**config.mk**
```make
export PLATFORM = sky130hd
export DESIGN_NAME = prach_hbi_ch
export DESIGN_NICKNAME = d
export VERILOG_FILES = /design/src/rtl/prach_pkg.sv /design/src/rtl/prach_hbi_ch_dly.sv /design/src/rtl/prach_hbi_ch.sv
export SDC_FILE = /design/constraint.sdc
export NUM_CORES = 1
export LEC_CHECK = 0
export ABC_AREA = 1
export ABC_CLOCK_PERIOD_IN_PS = 10700
export CORE_MARGIN = 2
export CORE_UTILIZATION = 60
export CTS_CLUSTER_SIZE = 8
export DETAILED_ROUTE_END_ITERATION = 8
export GPL_TIMING_DRIVEN = 0
export PLACE_DENSITY = 0.87
export SLEW_MARGIN = 20
export SYNTH_ARGS = -nofsm -noshare
export SYNTH_HDL_FRONTEND = slang
export SYNTH_HIERARCHICAL = 1
export SYNTH_SLANG_ARGS = --single-unit
```
**constraint.sdc**
```tcl
create_clock -name clk -period 10.7 [get_ports clk]
set_input_delay 2.14 -clock clk [delete_from_list [all_inputs] [get_ports clk]]
set_output_delay 2.14 -clock clk [all_outputs]
set_load 0.01 [all_outputs]
```
**src/rtl/prach_pkg.sv**
```systemverilog
// Shared PRACH TDM datapath types and half-band interpolator coefficients.
package prach_pkg;

   localparam int NumChannel = 16;

   typedef logic signed [15:0] sample_t;
   typedef logic signed [17:0] coef_t;

   localparam coef_t HbiCoef [2] = '{-18'd4134, 18'd36901};

   typedef struct packed {
      logic       sync;
      logic       dv;
      logic [7:0] chn;
   } ctl_t;

endpackage

```
**src/rtl/prach_hbi_ch_dly.sv**
```systemverilog
// Generic resettable delay line: o_q is i_d delayed by DELAY clocks.
module prach_hbi_ch_dly #(
   parameter int WIDTH = 10,
   parameter int DELAY = 6
) (
   input  logic             clk,
   input  logic             rst_n,
   input  logic [WIDTH-1:0] i_d,
   output logic [WIDTH-1:0] o_q
);

   logic [DELAY-1:0][WIDTH-1:0] r_pipe;

   always_ff @(posedge clk or negedge rst_n) begin
      if (!rst_n) begin
         r_pipe <= '0;
      end else begin
         r_pipe[0] <= i_d;
         for (int i = 1; i < DELAY; i++) r_pipe[i] <= r_pipe[i-1];
      end
   end

   assign o_q = r_pipe[DELAY-1];

endmodule

```
**src/rtl/prach_hbi_ch.sv**
```systemverilog
// Channelised 2x half-band interpolator: per-slot centre (dp1) and interpolated (dp2) phases.
// Define PRACH_HBI_SAT_FLAG_EN to build the sticky dp2 saturation flag on sat_err.
module prach_hbi_ch
   import prach_pkg::*;
#(
   parameter int NUM_CHANNEL = 16,
   parameter int DW          = 16,
   parameter int CW          = 18,
   parameter int LATENCY     = 6
) (
   input  logic                 clk,
   input  logic                 rst_n,
   input  logic signed [DW-1:0] din_dq,
   input  logic                 din_dv,
   input  logic [7:0]           din_chn,
   input  logic                 sync_in,
   output logic signed [DW-1:0] dout_dp1,
   output logic signed [DW-1:0] dout_dp2,
   output logic                 dout_dv,
   output logic [7:0]           dout_chn,
   output logic                 sync_out,
   output logic                 sat_err
);

   localparam int Taps = 3*NUM_CHANNEL + 1;
   localparam int PW   = DW + 1;
   localparam int MW   = DW + CW + 1;
   localparam int SW   = MW + 1;
   localparam int RW   = SW - DW;
   localparam logic [5:0] FillMax = 6'(3*NUM_CHANNEL);
   localparam logic signed [CW-1:0] C0 = CW'(HbiCoef[0]);
   localparam logic signed [CW-1:0] C1 = CW'(HbiCoef[1]);

   logic signed [DW-1:0] r_x [Taps];
   logic signed [PW-1:0] r_pa0, r_pa1;
   logic signed [MW-1:0] r_m0, r_m1;
   logic signed [SW-1:0] r_sum;
   logic signed [DW-1:0] r_d1 [4];
   logic signed [DW-1:0] r_dp2_rs;
   logic [5:0]           r_fill;

   logic [SW-1:0]        w_rsum;
   logic [RW-1:0]        w_rnd;
   logic [RW-DW:0]       w_top;
   logic                 w_sat;
   logic signed [DW-1:0] w_dp2;
   ctl_t                 w_ctl_in, w_ctl;

   // Round half-up, then clamp: the rounded value fits DW bits only if its top bits agree.
   always_comb begin
      w_rsum = r_sum + (SW'(1) << (DW-1));
      w_rnd  = w_rsum[SW-1:DW];
      w_top  = w_rnd[RW-1:DW-1];
      w_sat  = !((&w_top) || !(|w_top));
      w_dp2  = w_rnd[DW-1:0];
      if (w_sat) w_dp2 = w_rnd[RW-1] ? {1'b1, {(DW-1){1'b0}}} : {1'b0, {(DW-1){1'b1}}};
   end

   // Tap line and arithmetic stages shift every clock and carry no reset.
   always_ff @(posedge clk) begin
      r_x[0] <= din_dq;
      for (int i = 1; i < Taps; i++) r_x[i] <= r_x[i-1];
      r_pa0 <= {r_x[0][DW-1], r_x[0]} + {r_x[Taps-1][DW-1], r_x[Taps-1]};
      r_pa1 <= {r_x[NUM_CHANNEL][DW-1], r_x[NUM_CHANNEL]}
             + {r_x[2*NUM_CHANNEL][DW-1], r_x[2*NUM_CHANNEL]};
      r_m0  <= $signed({{CW{r_pa0[PW-1]}}, r_pa0}) * $signed({{(MW-CW){C0[CW-1]}}, C0});
      r_m1  <= $signed({{CW{r_pa1[PW-1]}}, r_pa1}) * $signed({{(MW-CW){C1[CW-1]}}, C1});
      r_sum <= {r_m0[MW-1], r_m0} + {r_m1[MW-1], r_m1};
      r_dp2_rs <= w_dp2;
      r_d1[0]  <= r_x[2*NUM_CHANNEL];
      for (int i = 1; i < 4; i++) r_d1[i] <= r_d1[i-1];
   end

`ifdef PRACH_HBI_SAT_FLAG_EN
   logic r_sat_rs, r_sat_out, r_sat_err;

   always_ff @(posedge clk) r_sat_rs <= w_sat;

   always_ff @(posedge clk or negedge rst_n) begin
      if (!rst_n) begin
         r_sat_out <= 1'b0;
         r_sat_err <= 1'b0;
      end else begin
         r_sat_out <= r_sat_rs;
         r_sat_err <= (dout_dv & r_sat_out) | (r_sat_err & ~sync_out);
      end
   end

   assign sat_err = r_sat_err;
`else
   assign sat_err = 1'b0;
`endif

   always_ff @(posedge clk or negedge rst_n) begin
      if (!rst_n) begin
         dout_dp1 <= '0;
         dout_dp2 <= '0;
         r_fill   <= '0;
      end else begin
         dout_dp1 <= r_d1[3];
         dout_dp2 <= r_dp2_rs;
         if (din_dv && r_fill != FillMax) r_fill <= r_fill + 6'd1;
      end
   end

   assign w_ctl_in = '{sync: sync_in, dv: din_dv, chn: din_chn};

   prach_hbi_ch_dly #(
      .WIDTH ($bits(ctl_t)),
      .DELAY (LATENCY)
   ) u_ctl_dly (
      .clk   (clk),
      .rst_n (rst_n),
      .i_d   (w_ctl_in),
      .o_q   (w_ctl)
   );

   // Until every tap holds a post-reset sample the dp2 value is meaningless.
   assign dout_dv  = w_ctl.dv & (r_fill == FillMax);
   assign dout_chn = w_ctl.chn;
   assign sync_out = w_ctl.sync;

endmodule

```
==> impl_metrics.prom <==
# TYPE chip_impl_metric gauge
chip_impl_metric{name="drc_errors",unit=""} 0
chip_impl_metric{name="critical_path_peak_fanout",unit=""} 17
chip_impl_metric{name="synth_simple_gate_area_share",unit="%"} 9.20
chip_impl_metric{name="asr_flop_ratio_synth",unit="%"} 9.66
chip_impl_info{name="synth_top_cells_by_count",value="917 x dfxtp_1, 425 x nand2_1, 355 x inv_1"} 1
chip_impl_info{name="cts_tree",value="done"} 1
chip_impl_metric{name="cts_buffer_count",unit=""} 145
chip_impl_metric{name="routed_wire_length_per_instance",unit="µm"} 19.8
chip_impl_metric{name="antenna_left",unit=""} 0
chip_impl_metric{name="routed_via_density",unit=""} 5.27
chip_impl_metric{name="maxClockFrequency",unit="MHz"} 167
chip_impl_metric{name="fp.coreArea",unit="µm²"} 57600
chip_impl_metric{name="number_of_pins_exceeding_their_max_slew_limit_in_the_final_report",unit=""} 0
chip_impl_metric{name="layout.nets",unit=""} 3688
chip_impl_metric{name="hold-path-cell-count",unit=""} 0
chip_impl_metric{name="via_count",unit=""} 21100
chip_impl_metric{name="synthDistinctLibCells",unit=""} 43
chip_impl_info{name="critical_path.endpoint_type",value="flop"} 1
chip_impl_metric{name="ios",unit=""} 71
chip_impl_metric{name="grt_pass1_wl",unit="µm"} 126000
chip_impl_metric{name="maxCapViolCount",unit=""} 0
chip_impl_metric{name="die-width",unit="µm"} 245
chip_impl_metric{name="via_count_of_the_first_global_routing_pass",unit=""} 23200
chip_impl_metric{name="finalSetupViolCount",unit=""} 0
chip_impl_metric{name="post-route-min-period",unit="ns"} 6.00
chip_impl_info{name="yosys.cell_count.top_type",value="dfxtp_1"} 1
chip_impl_info{name="status",value="complete, no violations"} 1
chip_impl_metric{name="cts_repair_resize_count",unit=""} 0
chip_impl_info{name="hold_class",value="flop to flop"} 1
chip_impl_metric{name="htree_num_levels",unit=""} 4
chip_impl_metric{name="wirelength",unit="µm"} 79400
chip_impl_metric{name="clk_sink_count",unit=""} 1015
chip_impl_metric{name="synth_nets",unit=""} 3471
chip_impl_metric{name="ys_seq_area_share",unit="%"} 59.6
chip_impl_metric{name="timing.final.crit_share",unit="%"} 56.1
chip_impl_metric{name="clock-skew-final",unit="ns"} 0.0580
chip_impl_metric{name="synth_xor_area_share",unit="%"} 2.81
chip_impl_metric{name="worst_setup_hold_path_clk_slew",unit="ns"} 0.07
chip_impl_info{name="timing.setup.critical_path_class",value="flop to flop"} 1
chip_impl_metric{name="initial_antenna_violation_count",unit=""} 6
chip_impl_metric{name="transition_at_the_pin_with_the_smallest_max_transition_slack",unit="ns"} 0.805
chip_impl_info{name="yosys_most_used_dff",value="dfxtp_1"} 1
chip_impl_metric{name="post_synthesis_compound_gate_area_fraction",unit="%"} 4.11
chip_impl_info{name="synthTopCellsByArea",value="dfxtp_1 53%, ha_1 11%, fa_1 9.5%, dfrtp_1 7.0%, nand2_1 4.6%"} 1
chip_impl_info{name="worst_setup_path_start_kind",value="flop"} 1
chip_impl_metric{name="placementRows",unit=""} 88
chip_impl_metric{name="syn_area_per_cell",unit="µm²"} 11.7
chip_impl_info{name="post-synth-top-area-cell",value="dfxtp_1"} 1
chip_impl_metric{name="grtUsageTotal",unit="%"} 27.6
chip_impl_metric{name="syn2layout_area_growth",unit="%"} 16.5
chip_impl_metric{name="grt_overflow",unit=""} 0
chip_impl_metric{name="die_height",unit="µm"} 245
chip_impl_metric{name="worst_ep_arrival_time",unit="ns"} 6.58
chip_impl_metric{name="layout-drive-gt1-share",unit="%"} 6.88
chip_impl_metric{name="worstRegToRegCells",unit=""} 18
chip_impl_metric{name="mappedNetlistArea",unit="µm²"} 34900
chip_impl_metric{name="cts_setup_buffers",unit=""} 0
chip_impl_info{name="cts.root.buffer_cell",value="clkbuf_16"} 1
chip_impl_metric{name="crit_required",unit="ns"} 11.28
chip_impl_metric{name="die_area",unit="µm²"} 60200
chip_impl_metric{name="largest_net_degree_at_the_start_of_global_routing",unit=""} 81
chip_impl_metric{name="timing.setup.tns",unit="ns"} 0
chip_impl_metric{name="netlist_instances",unit=""} 2983
chip_impl_metric{name="synth-warning-count",unit=""} 6
chip_impl_metric{name="synth.mux.area_fraction",unit="%"} 0
chip_impl_metric{name="timing_hold_violations_final",unit=""} 0
chip_impl_metric{name="start_util",unit="%"} 60.7
chip_impl_metric{name="cts-hold-fix-buffers",unit=""} 0
chip_impl_metric{name="synth_enable_flop_cells",unit=""} 0
chip_impl_info{name="rsz0062_at_grt",value="no"} 1
chip_impl_metric{name="top_area_cell_type_share_of_the_netlist_area",unit="%"} 52.6
chip_impl_metric{name="routabilityCongestion",unit=""} 0.916
chip_impl_info{name="combinational_family_with_the_most_area_after_synthesis",value="adder cells"} 1
chip_impl_metric{name="max-clock-path-buffers",unit=""} 3
chip_impl_metric{name="firstDrtPassIters",unit=""} 8
chip_impl_metric{name="ffs_latches_synth",unit=""} 1015
chip_impl_metric{name="slew-limit-headroom",unit="%"} 46.3
chip_impl_metric{name="later_pin_clock_latency_in_the_skew_report",unit="ns"} 0.73
chip_impl_metric{name="detail_route.iter0.violations",unit=""} 1269
chip_impl_metric{name="dp.final_hpwl",unit="µm"} 47700
chip_impl_metric{name="io_buffers",unit=""} 69
chip_impl_metric{name="synth_fa_ha_area_share",unit="%"} 20.0
-- critical path: stages, from the launching register on --
cell and delay [ns]:
dfxtp_1 0.84, inv_1 0.45, fa_1 0.63, inv_1 0.06
fa_1 0.47, fa_1 0.55, inv_1 0.05, fa_1 0.53
inv_1 0.06, fa_1 0.48, ha_1 0.32, ha_1 0.39
nand2_1 0.11, inv_1 0.08, nand2_1 0.11, nor3_1 0.23
o21ai_0 0.15, nand3_1 0.12, xor2_1 0.22
-- path summary, 6_finish.rpt --
path                           start            to  slack, ns
max                        r_pa0[16]      r_m0[26]       4.70
min reg2reg                r_x[5][4]     r_x[6][4]       0.31
min                        r_x[5][4]     r_x[6][4]       0.31
min in group asynchronous      rst_n   dout_dp1[0]       1.30
max in group asynchronous      rst_n  dout_dp1[14]       8.72
max reg2reg                r_pa0[16]      r_m0[26]       4.70
-- area by class of cell --
cell class,count,area (µm²)
repair buffers,70,719
flip-flops and latches,1015,20800
well taps,765,957
inverters,360,1350
multi-input cells,1592,12600
plain buffers,16,134
clock inverters,14,319
diodes,2,5.00
fillers,3580,16900
clock buffers,174,3770
-- cell usage in the layout (no fill, tap or decap), drive strengths merged, types with 88 or more instances in the layout --
master	n
nand2	453
ha	294
nor2	158
inv	360
o21ai	88
dfxtp	917
clkbuf	176
fa	166
dfrtp	98
a21oi	129
-- stage by stage --
| step | instance area, µm² | hold WS (ns) | utilization [%] | cells | setup slack (ns) |
|---|---|---|---|---|---|
| 5_1_grt | 40700 | 0.312 | 70.7 | 4006 | 4.44 |
| 3_3_place_gp | 36600 | 0.310 | 63.5 | 3817 | 3.22 |
| 4_1_cts | 40700 | 0.306 | 70.7 | 4006 | 4.81 |
| 3_5_place_dp | 36600 | 0.312 | 63.6 | 3818 | 5.05 |
| 2_1_floorplan | 34900 | 0.310 | - | 2983 | 5.67 |
| 6_report | 40700 | 0.306 | 70.7 | 4008 | 4.70 |
-- registers in the layout, indices dropped and copies added, names as in the netlist --
name              flops
r_pa0                17
u_ctl_dly/r_pipe     50
r_m1                 33
r_pa1                17
r_d1                 16
r_fill                6
r_m0                 30
dout_dp1             16
r_x                 768
u_ctl_dly/o_q        10
r_sum                20
r_dp2_rs             16
dout_dp2             16
-- per-layer routing --
layer | vias to the layer above | global-route usage, % | share of wire [%] | wire length, µm
met5 | - | 0 | 0.019 | 15
met4 | 2 | 14.4 | 5.0 | 3940
met3 | 300 | 6.09 | 5.2 | 4120
met2 | 813 | 49.4 | 52 | 41200
met1 | 10100 | 30.6 | 38 | 30100
li1 | 9854 | - | - | -
-- kinds of logic after synthesis --
| group | after synthesis |
|---|---|
| xor+xnor | 112 |
| flops | 1015 |
| other cells | 1 |
| buf+inv | 376 |
| compound gates | 264 |
| fa+ha+maj | 460 |
| simple gates | 755 |
Power is not shown: default switching activity piles up to over one toggle a cycle in this logic, so the estimate is an artifact.
